**src/rtl/forex_update_tx.sv**
```systemverilog
// forex_update_tx: Avalon-MM write master that drains a FIFO of (src, dst, weight) updates
// as a register-0 pair write followed by a register-1 weight write. Macro FOREX_TX_DEDUP_EN skips repeated pairs.
module forex_update_tx #(
    parameter int PRED_BITS   = 8,
    parameter int WEIGHT_BITS = 32,
    parameter int FIFO_DEPTH  = 8
) (
    input  logic                        clk,
    input  logic                        reset_n,
    input  logic                        in_valid,
    output logic                        in_ready,
    input  logic [PRED_BITS-1:0]        in_src,
    input  logic [PRED_BITS-1:0]        in_dst,
    input  logic [WEIGHT_BITS-1:0]      in_weight,
    output logic                        avm_chipselect,
    output logic                        avm_write,
    output logic [2:0]                  avm_address,
    output logic [WEIGHT_BITS-1:0]      avm_writedata,
    input  logic                        avm_waitrequest,
    output logic                        busy,
    output logic [$clog2(FIFO_DEPTH):0] level,
    output logic [15:0]                 sent
);
    localparam int AW = $clog2(FIFO_DEPTH);
    localparam int PW = 2 * PRED_BITS;
    localparam int EW = PW + WEIGHT_BITS;

    typedef enum logic [1:0] {IDLE, PAIR, WEIGHT} state_t;

    state_t                 state, state_nx;
    logic [EW-1:0]          mem [FIFO_DEPTH];
    logic [AW:0]            wr_ptr, rd_ptr, count;
    logic [AW-1:0]          rd_nxt_idx;
    logic                   full, empty, push, pop, beat, load, skip;
    logic [EW-1:0]          head_e, next_e, ld_e;
    logic                   wr_nx;
    logic [2:0]             addr_nx;
    logic [WEIGHT_BITS-1:0] data_nx;

    function automatic logic [WEIGHT_BITS-1:0] pack_pair(input logic [PW-1:0] pair);
        return WEIGHT_BITS'(pair);
    endfunction

    assign count      = wr_ptr - rd_ptr;
    assign full       = (wr_ptr[AW] != rd_ptr[AW]) && (wr_ptr[AW-1:0] == rd_ptr[AW-1:0]);
    assign empty      = (wr_ptr == rd_ptr);
    assign in_ready   = !full;
    assign push       = in_valid && !full;
    assign level      = count;
    assign beat       = avm_write && !avm_waitrequest;
    assign rd_nxt_idx = rd_ptr[AW-1:0] + AW'(1);
    assign head_e     = mem[rd_ptr[AW-1:0]];
    // When the last queued entry is popped while a new one is pushed, forward the new one
    // straight to the output registers so there is no idle gap.
    assign next_e     = (count > (AW+1)'(1)) ? mem[rd_nxt_idx] : {in_src, in_dst, in_weight};
    assign ld_e       = (state == WEIGHT) ? next_e : head_e;

`ifdef FOREX_TX_DEDUP_EN
    logic [PW-1:0] last_pair;
    logic          last_vld;

    always_ff @(posedge clk or negedge reset_n) begin
        if (!reset_n) begin
            last_vld  <= 1'b0;
            last_pair <= '0;
        end else if (state == PAIR && beat) begin
            last_vld  <= 1'b1;
            last_pair <= head_e[EW-1:WEIGHT_BITS];
        end
    end

    assign skip = last_vld && (ld_e[EW-1:WEIGHT_BITS] == last_pair);
`else
    assign skip = 1'b0;
`endif

    always_comb begin
        state_nx = state;
        wr_nx    = avm_write;
        addr_nx  = avm_address;
        data_nx  = avm_writedata;
        pop      = 1'b0;
        load     = 1'b0;
        case (state)
            IDLE: load = !empty;
            PAIR: begin
                if (beat) begin
                    state_nx = WEIGHT;
                    addr_nx  = 3'd1;
                    data_nx  = head_e[WEIGHT_BITS-1:0];
                end
            end
            WEIGHT: begin
                if (beat) begin
                    pop = 1'b1;
                    if (count > (AW+1)'(1) || push) begin
                        load = 1'b1;
                    end else begin
                        state_nx = IDLE;
                        wr_nx    = 1'b0;
                        addr_nx  = '0;
                        data_nx  = '0;
                    end
                end
            end
            default: state_nx = IDLE;
        endcase
        if (load) begin
            wr_nx = 1'b1;
            if (skip) begin
                state_nx = WEIGHT;
                addr_nx  = 3'd1;
                data_nx  = ld_e[WEIGHT_BITS-1:0];
            end else begin
                state_nx = PAIR;
                addr_nx  = 3'd0;
                data_nx  = pack_pair(ld_e[EW-1:WEIGHT_BITS]);
            end
        end
    end

    always_ff @(posedge clk or negedge reset_n) begin
        if (!reset_n) begin
            state          <= IDLE;
            avm_write      <= 1'b0;
            avm_chipselect <= 1'b0;
            avm_address    <= '0;
            avm_writedata  <= '0;
            busy           <= 1'b0;
            wr_ptr         <= '0;
            rd_ptr         <= '0;
            sent           <= '0;
        end else begin
            state          <= state_nx;
            avm_write      <= wr_nx;
            avm_chipselect <= wr_nx;
            avm_address    <= addr_nx;
            avm_writedata  <= data_nx;
            busy           <= !empty || avm_write;
            if (push) wr_ptr <= wr_ptr + (AW+1)'(1);
            if (pop) begin
                rd_ptr <= rd_ptr + (AW+1)'(1);
                sent   <= sent + 16'd1;
            end
        end
    end

    always_ff @(posedge clk) begin
        if (push) mem[wr_ptr[AW-1:0]] <= {in_src, in_dst, in_weight};
    end
endmodule
```
**config.mk**
```make
export PLATFORM = sky130hd
export DESIGN_NAME = forex_update_tx
export DESIGN_NICKNAME = d
export VERILOG_FILES = /design/src/rtl/forex_update_tx.sv
export SDC_FILE = /design/constraint.sdc
export NUM_CORES = 1
export LEC_CHECK = 0
export CAP_MARGIN = 40
export CORE_UTILIZATION = 55
export CTS_CLUSTER_SIZE = 28
export DETAILED_ROUTE_END_ITERATION = 7
export GPL_ROUTABILITY_DRIVEN = 0
export PLACE_DENSITY_LB_ADDON = 0.25
export SLEW_MARGIN = 20
export SYNTH_ARGS = -nofsm -noshare
export SYNTH_HDL_FRONTEND = slang
export SYNTH_SLANG_ARGS = --single-unit
```
**constraint.sdc**
```tcl
create_clock -name clk -period 17.3 [get_ports clk]
set_input_delay 3.46 -clock clk [delete_from_list [all_inputs] [get_ports clk]]
set_output_delay 3.46 -clock clk [all_outputs]
set_load 0.005 [all_outputs]
```
==> reports/results.txt <==
The flow ran to the end, and the final reports show no timing, DRC or antenna violations. The run gives 0.1583 GHz as the fmax. OpenSTA, run right after detailed placement, puts the worst setup slack at 11.44 ns. At the later pin of the worst-skew pair, clock insertion delay measures 0.55 ns. For the pin with the worst max-slew slack, the measured transition is 0.8816 ns. The run gives 0 as the count of yosys warnings during synthesis.

The worst register-to-register path has a depth of 7. Post-CTS timing repair inserted 0 buffers for setup. The y dimension of the die was 185.2 um; the row count was 66. For this run, asynchronously set or reset flops after synthesis account for 13.71%. The via count normalized by instance count was 6.081. A synthesized cell averages 19.39 um2. The class of the most critical hold timing path is flop to flop.

After layout, the worst setup slack is 10.98 ns. The number of instances on the worst hold path is 1. Among all flip-flop cells after synthesis, the most frequent one is sky130_fd_sc_hd__edfxtp_1. The first TritonRoute pass finished after 5 iterations. TritonCTS built the clock tree. The maximum vdd ir drop is 0.1279 mV, and the area added between synthesis and finish is 16.93%. The power per cell area was 175.3 nW/um2; the max-slew violation count was 0.

The kind of start point of the critical path was a flop. Entering global routing, the biggest net connects 51 pins. The clock passes through at most 3 buffers.

The number of hold buffers added after CTS was 0. Endpoint of the worst register-to-register path: avm_writedata[1]$_DFFE_PN0P_. The final layout contains routed wiring with a total length of 38650 um. The number of gates given a new drive strength after cts was 0. The die is 185.2 um wide. The path with the worst hold slack has its endpoint at sent[15]$_DFFE_PN0P_. The highest fanout seen on the critical path is 36. The number of hold violations in the final report came out at 0.

The worst max-slew margin expressed relative to the limit was 41.23%; the average wire per cell in the routed design was 24.76 um. Sorting the synthesized cells by area gives the leading types as sky130_fd_sc_hd__edfxtp_1 (62%), sky130_fd_sc_hd__mux4_2 (14%), sky130_fd_sc_hd__dfrtp_1 (8.3%). The region available for standard cell placement spans 32780 um2.

The antenna violation net count after detailed routing came out at 0. Counting every sink on the clock net gives 445. The clock period minus worst slack works out to 6.318 ns. The kind of critical path is flop to output port. Clock-pin slew was measured on the worst setup and hold paths at 0.06 ns. For the worst setup path, the data required time is 13.84 ns. The final sum of negative setup slack is 0 ns. Across the routed clock network, the largest skew measured is 0.01063 ns. Synthesis produced a netlist whose cell count is 952. In the routed design, unresolved DRC markers number 0. In this run the most critical hold path is launched from sent[15]$_DFFE_PN0P_. Share of cells above drive strength 1: 23.77%. For this run, the register share of the synthesized area comes to 70.73%.

Cell at the root of the clock tree: sky130_fd_sc_hd__clkbuf_16. The number of flops mapped to enable cells by yosys is 384, and the sum of internal, switching and leakage power is 3.785 mW. The aggregate global routing overflow was 0; the area of the die was 34300 um2. The first global-routing pass estimated 59150 um of wire.

The count of buffers added on input and output ports is 108. The initial antenna violation count came out at 1. The reported leakage power came out at 7.312 nW.

Setup repair after global routing left no endpoint under its margin. The logs give 0.4676 ns for the minimum hold slack and 885 for the DRC violation total after the first TritonRoute iteration. The largest total area in the synthesized netlist belongs to sky130_fd_sc_hd__edfxtp_1.

Final clock period utilization by the worst path: 36.52%. The run gives 20080 um2 as the total placed instance area. STA classifies the critical path endpoint as an output port. Once detailed placement completed, the half-perimeter wirelength came to 21430 um.

The starting density of the core was 56.31%. The total global routing track utilization was 23.79%; the final antenna diode count was 0. Setup violations remaining at the end of the flow were counted as 0. The H-tree was split into 2 levels.

The cell area that synthesis handed to floorplanning was 18460 um2. The worst register-to-register path begins at rd_ptr[1]$_DFFE_PN0P_. The via count of the first global-routing pass is 9871. The arrival time of the worst setup path is 2.86 ns, and the number of synthesized register bits is 445. The I/O pin count came out at 111. In this run, distinct cell masters in the synthesized netlist total 52.

The final design instance area without fill was 21590 um2; the number of maximum-capacitance violations was 0. The final net count is 1141, and the share of the synthesized area in the top cell type is 62.46%. The run gives 45 as the number of CTS-inserted buffers. Internal reg-to-reg setup slack: 13.69 ns. For the via count of the routed design, the log shows 9492.
==> through the flow <==
| stage | std cells | util [%] |
|---|---|---|
| after floorplan | 953 | - |
| after global placement | 1465 | 60.72 |
| after detailed placement | 1473 | 61.25 |
| after CTS | 1557 | 65.55 |
| after global routing | 1561 | 65.84 |
| final | 1561 | 65.84 |
==> power by group <==
part | internal (mW) | switching (mW) | leakage, nW
Clock | 0.527 | 0.389 | 0.690
Sequential | 1.37 | 0.106 | 4.26
Combinational | 0.675 | 0.719 | 2.36
==> final cells by class <==
| class | count | area [um2] |
|---|---|---|
| well taps | 442 | 553.0 |
| multi-input cells | 446 | 5060 |
| clock buffers | 68 | 1272 |
| repair buffers | 137 | 1471 |
| fillers | 2180 | 11200 |
| inverters | 7 | 26.28 |
| clock inverters | 16 | 137.6 |
| flip-flops and latches | 445 | 13070 |
==> routing by layer <==
metal  track usage (%)  vias to the layer above  part of all wire (%)
met1             33.30                     4966                    42
met5                 0                        -                 0.034
li1                  -                     4120                     -
met4             8.264                        2                   2.7
met3             3.716                       58                   6.2
met2             38.48                      346                    49
==> sequential cells by signal (all words and copies together), names as in the netlist <==
| register | count |
|---|---|
| avm_address | 1 |
| avm_write | 1 |
| avm_writedata | 32 |
| busy | 1 |
| mem | 384 |
| rd_ptr | 4 |
| sent | 16 |
| state | 2 |
| wr_ptr | 4 |
==> layout by cell type (no fill, tap or decap), types with 3 or more instances in the layout <==
cell type | Yosys | final
sky130_fd_sc_hd__ha_1 | 6 | 6
sky130_fd_sc_hd__nand2_1 | 90 | 90
sky130_fd_sc_hd__clkinv_1 | 0 | 3
sky130_fd_sc_hd__xnor2_1 | 15 | 15
sky130_fd_sc_hd__nor2_4 | 0 | 3
sky130_fd_sc_hd__buf_4 | 16 | 18
sky130_fd_sc_hd__a21oi_1 | 27 | 27
sky130_fd_sc_hd__o21ai_0 | 19 | 19
sky130_fd_sc_hd__nor3_2 | 0 | 5
sky130_fd_sc_hd__buf_12 | 1 | 4
sky130_fd_sc_hd__inv_1 | 7 | 6
sky130_fd_sc_hd__o21ai_1 | 7 | 7
sky130_fd_sc_hd__o221ai_2 | 10 | 10
sky130_fd_sc_hd__mux2_2 | 16 | 16
sky130_fd_sc_hd__clkbuf_16 | 0 | 45
sky130_fd_sc_hd__o221ai_1 | 8 | 8
sky130_fd_sc_hd__and3_1 | 5 | 5
sky130_fd_sc_hd__o21ai_2 | 9 | 9
sky130_fd_sc_hd__mux4_2 | 114 | 114
sky130_fd_sc_hd__dfrtp_1 | 61 | 59
sky130_fd_sc_hd__nand2b_1 | 5 | 5
sky130_fd_sc_hd__edfxtp_1 | 384 | 384
sky130_fd_sc_hd__clkdlybuf4s50_1 | 0 | 107
sky130_fd_sc_hd__xor2_1 | 7 | 7
sky130_fd_sc_hd__clkbuf_8 | 0 | 6
sky130_fd_sc_hd__nand3_1 | 23 | 23
sky130_fd_sc_hd__clkbuf_1 | 12 | 17
sky130_fd_sc_hd__nor2_1 | 19 | 16
sky130_fd_sc_hd__mux4_1 | 14 | 14
sky130_fd_sc_hd__clkinv_2 | 0 | 7
sky130_fd_sc_hd__mux2i_1 | 16 | 16
sky130_fd_sc_hd__buf_16 | 0 | 6
==> Yosys cell counts, types with 10 or more instances <==
cell type / count
sky130_fd_sc_hd__dfrtp_1: 61
sky130_fd_sc_hd__nand2_1: 90
sky130_fd_sc_hd__buf_4: 16
sky130_fd_sc_hd__mux2i_1: 16
sky130_fd_sc_hd__nand3_1: 23
sky130_fd_sc_hd__buf_6: 10
sky130_fd_sc_hd__xnor2_1: 15
sky130_fd_sc_hd__nor2_1: 19
sky130_fd_sc_hd__mux4_1: 14
sky130_fd_sc_hd__edfxtp_1: 384
sky130_fd_sc_hd__a21oi_1: 27
sky130_fd_sc_hd__o21ai_0: 19
sky130_fd_sc_hd__o221ai_2: 10
sky130_fd_sc_hd__buf_2: 13
sky130_fd_sc_hd__mux4_2: 114
sky130_fd_sc_hd__clkbuf_1: 12
sky130_fd_sc_hd__mux2_2: 16
==> worst max-delay path, stage by stage, from the launching register on <==
cell                              delay [ns]
sky130_fd_sc_hd__dfrtp_1                0.33
sky130_fd_sc_hd__buf_4                  0.50
sky130_fd_sc_hd__inv_2                  0.08
sky130_fd_sc_hd__ha_1                   0.34
sky130_fd_sc_hd__a21oi_1                0.22
sky130_fd_sc_hd__a21o_1                 0.18
sky130_fd_sc_hd__and2_4                 0.16
sky130_fd_sc_hd__clkdlybuf4s50_1        0.50
==> logic make-up (layout without fill, tap and decap cells) <==
logic type | count (synthesis) | in the layout | synth area share (%)
AO/OA/AOI/OAI | 87 | 87 | 3.457
AND/OR/NAND/NOR | 166 | 166 | 4.080
XOR/XNOR | 24 | 24 | 1.281
buffers and inverters | 62 | 228 | 2.169
other | 1 | 2 | 0.02031
multiplexers | 160 | 160 | 17.74
flip-flops | 445 | 445 | 70.73
adder cells (fa/ha/maj) | 7 | 7 | 0.5151
==> worst max-delay path by stage <==
stage	from	end	slack (ns)	cells after the start
after global placement	in_valid	mem[4][1]$_DFFE_PP_	11.14	4
after CTS	rd_ptr[2]$_DFFE_PN0P_	level[3]	10.94	7
final	rd_ptr[2]$_DFFE_PN0P_	level[3]	10.98	7
after floorplan	in_valid	mem[0][0]$_DFFE_PP_	8.57	2
after detailed placement	in_valid	mem[4][22]$_DFFE_PP_	11.44	5
after global routing	rd_ptr[2]$_DFFE_PN0P_	level[3]	10.82	7
Note: power is estimated with default switching activity, not from simulation.
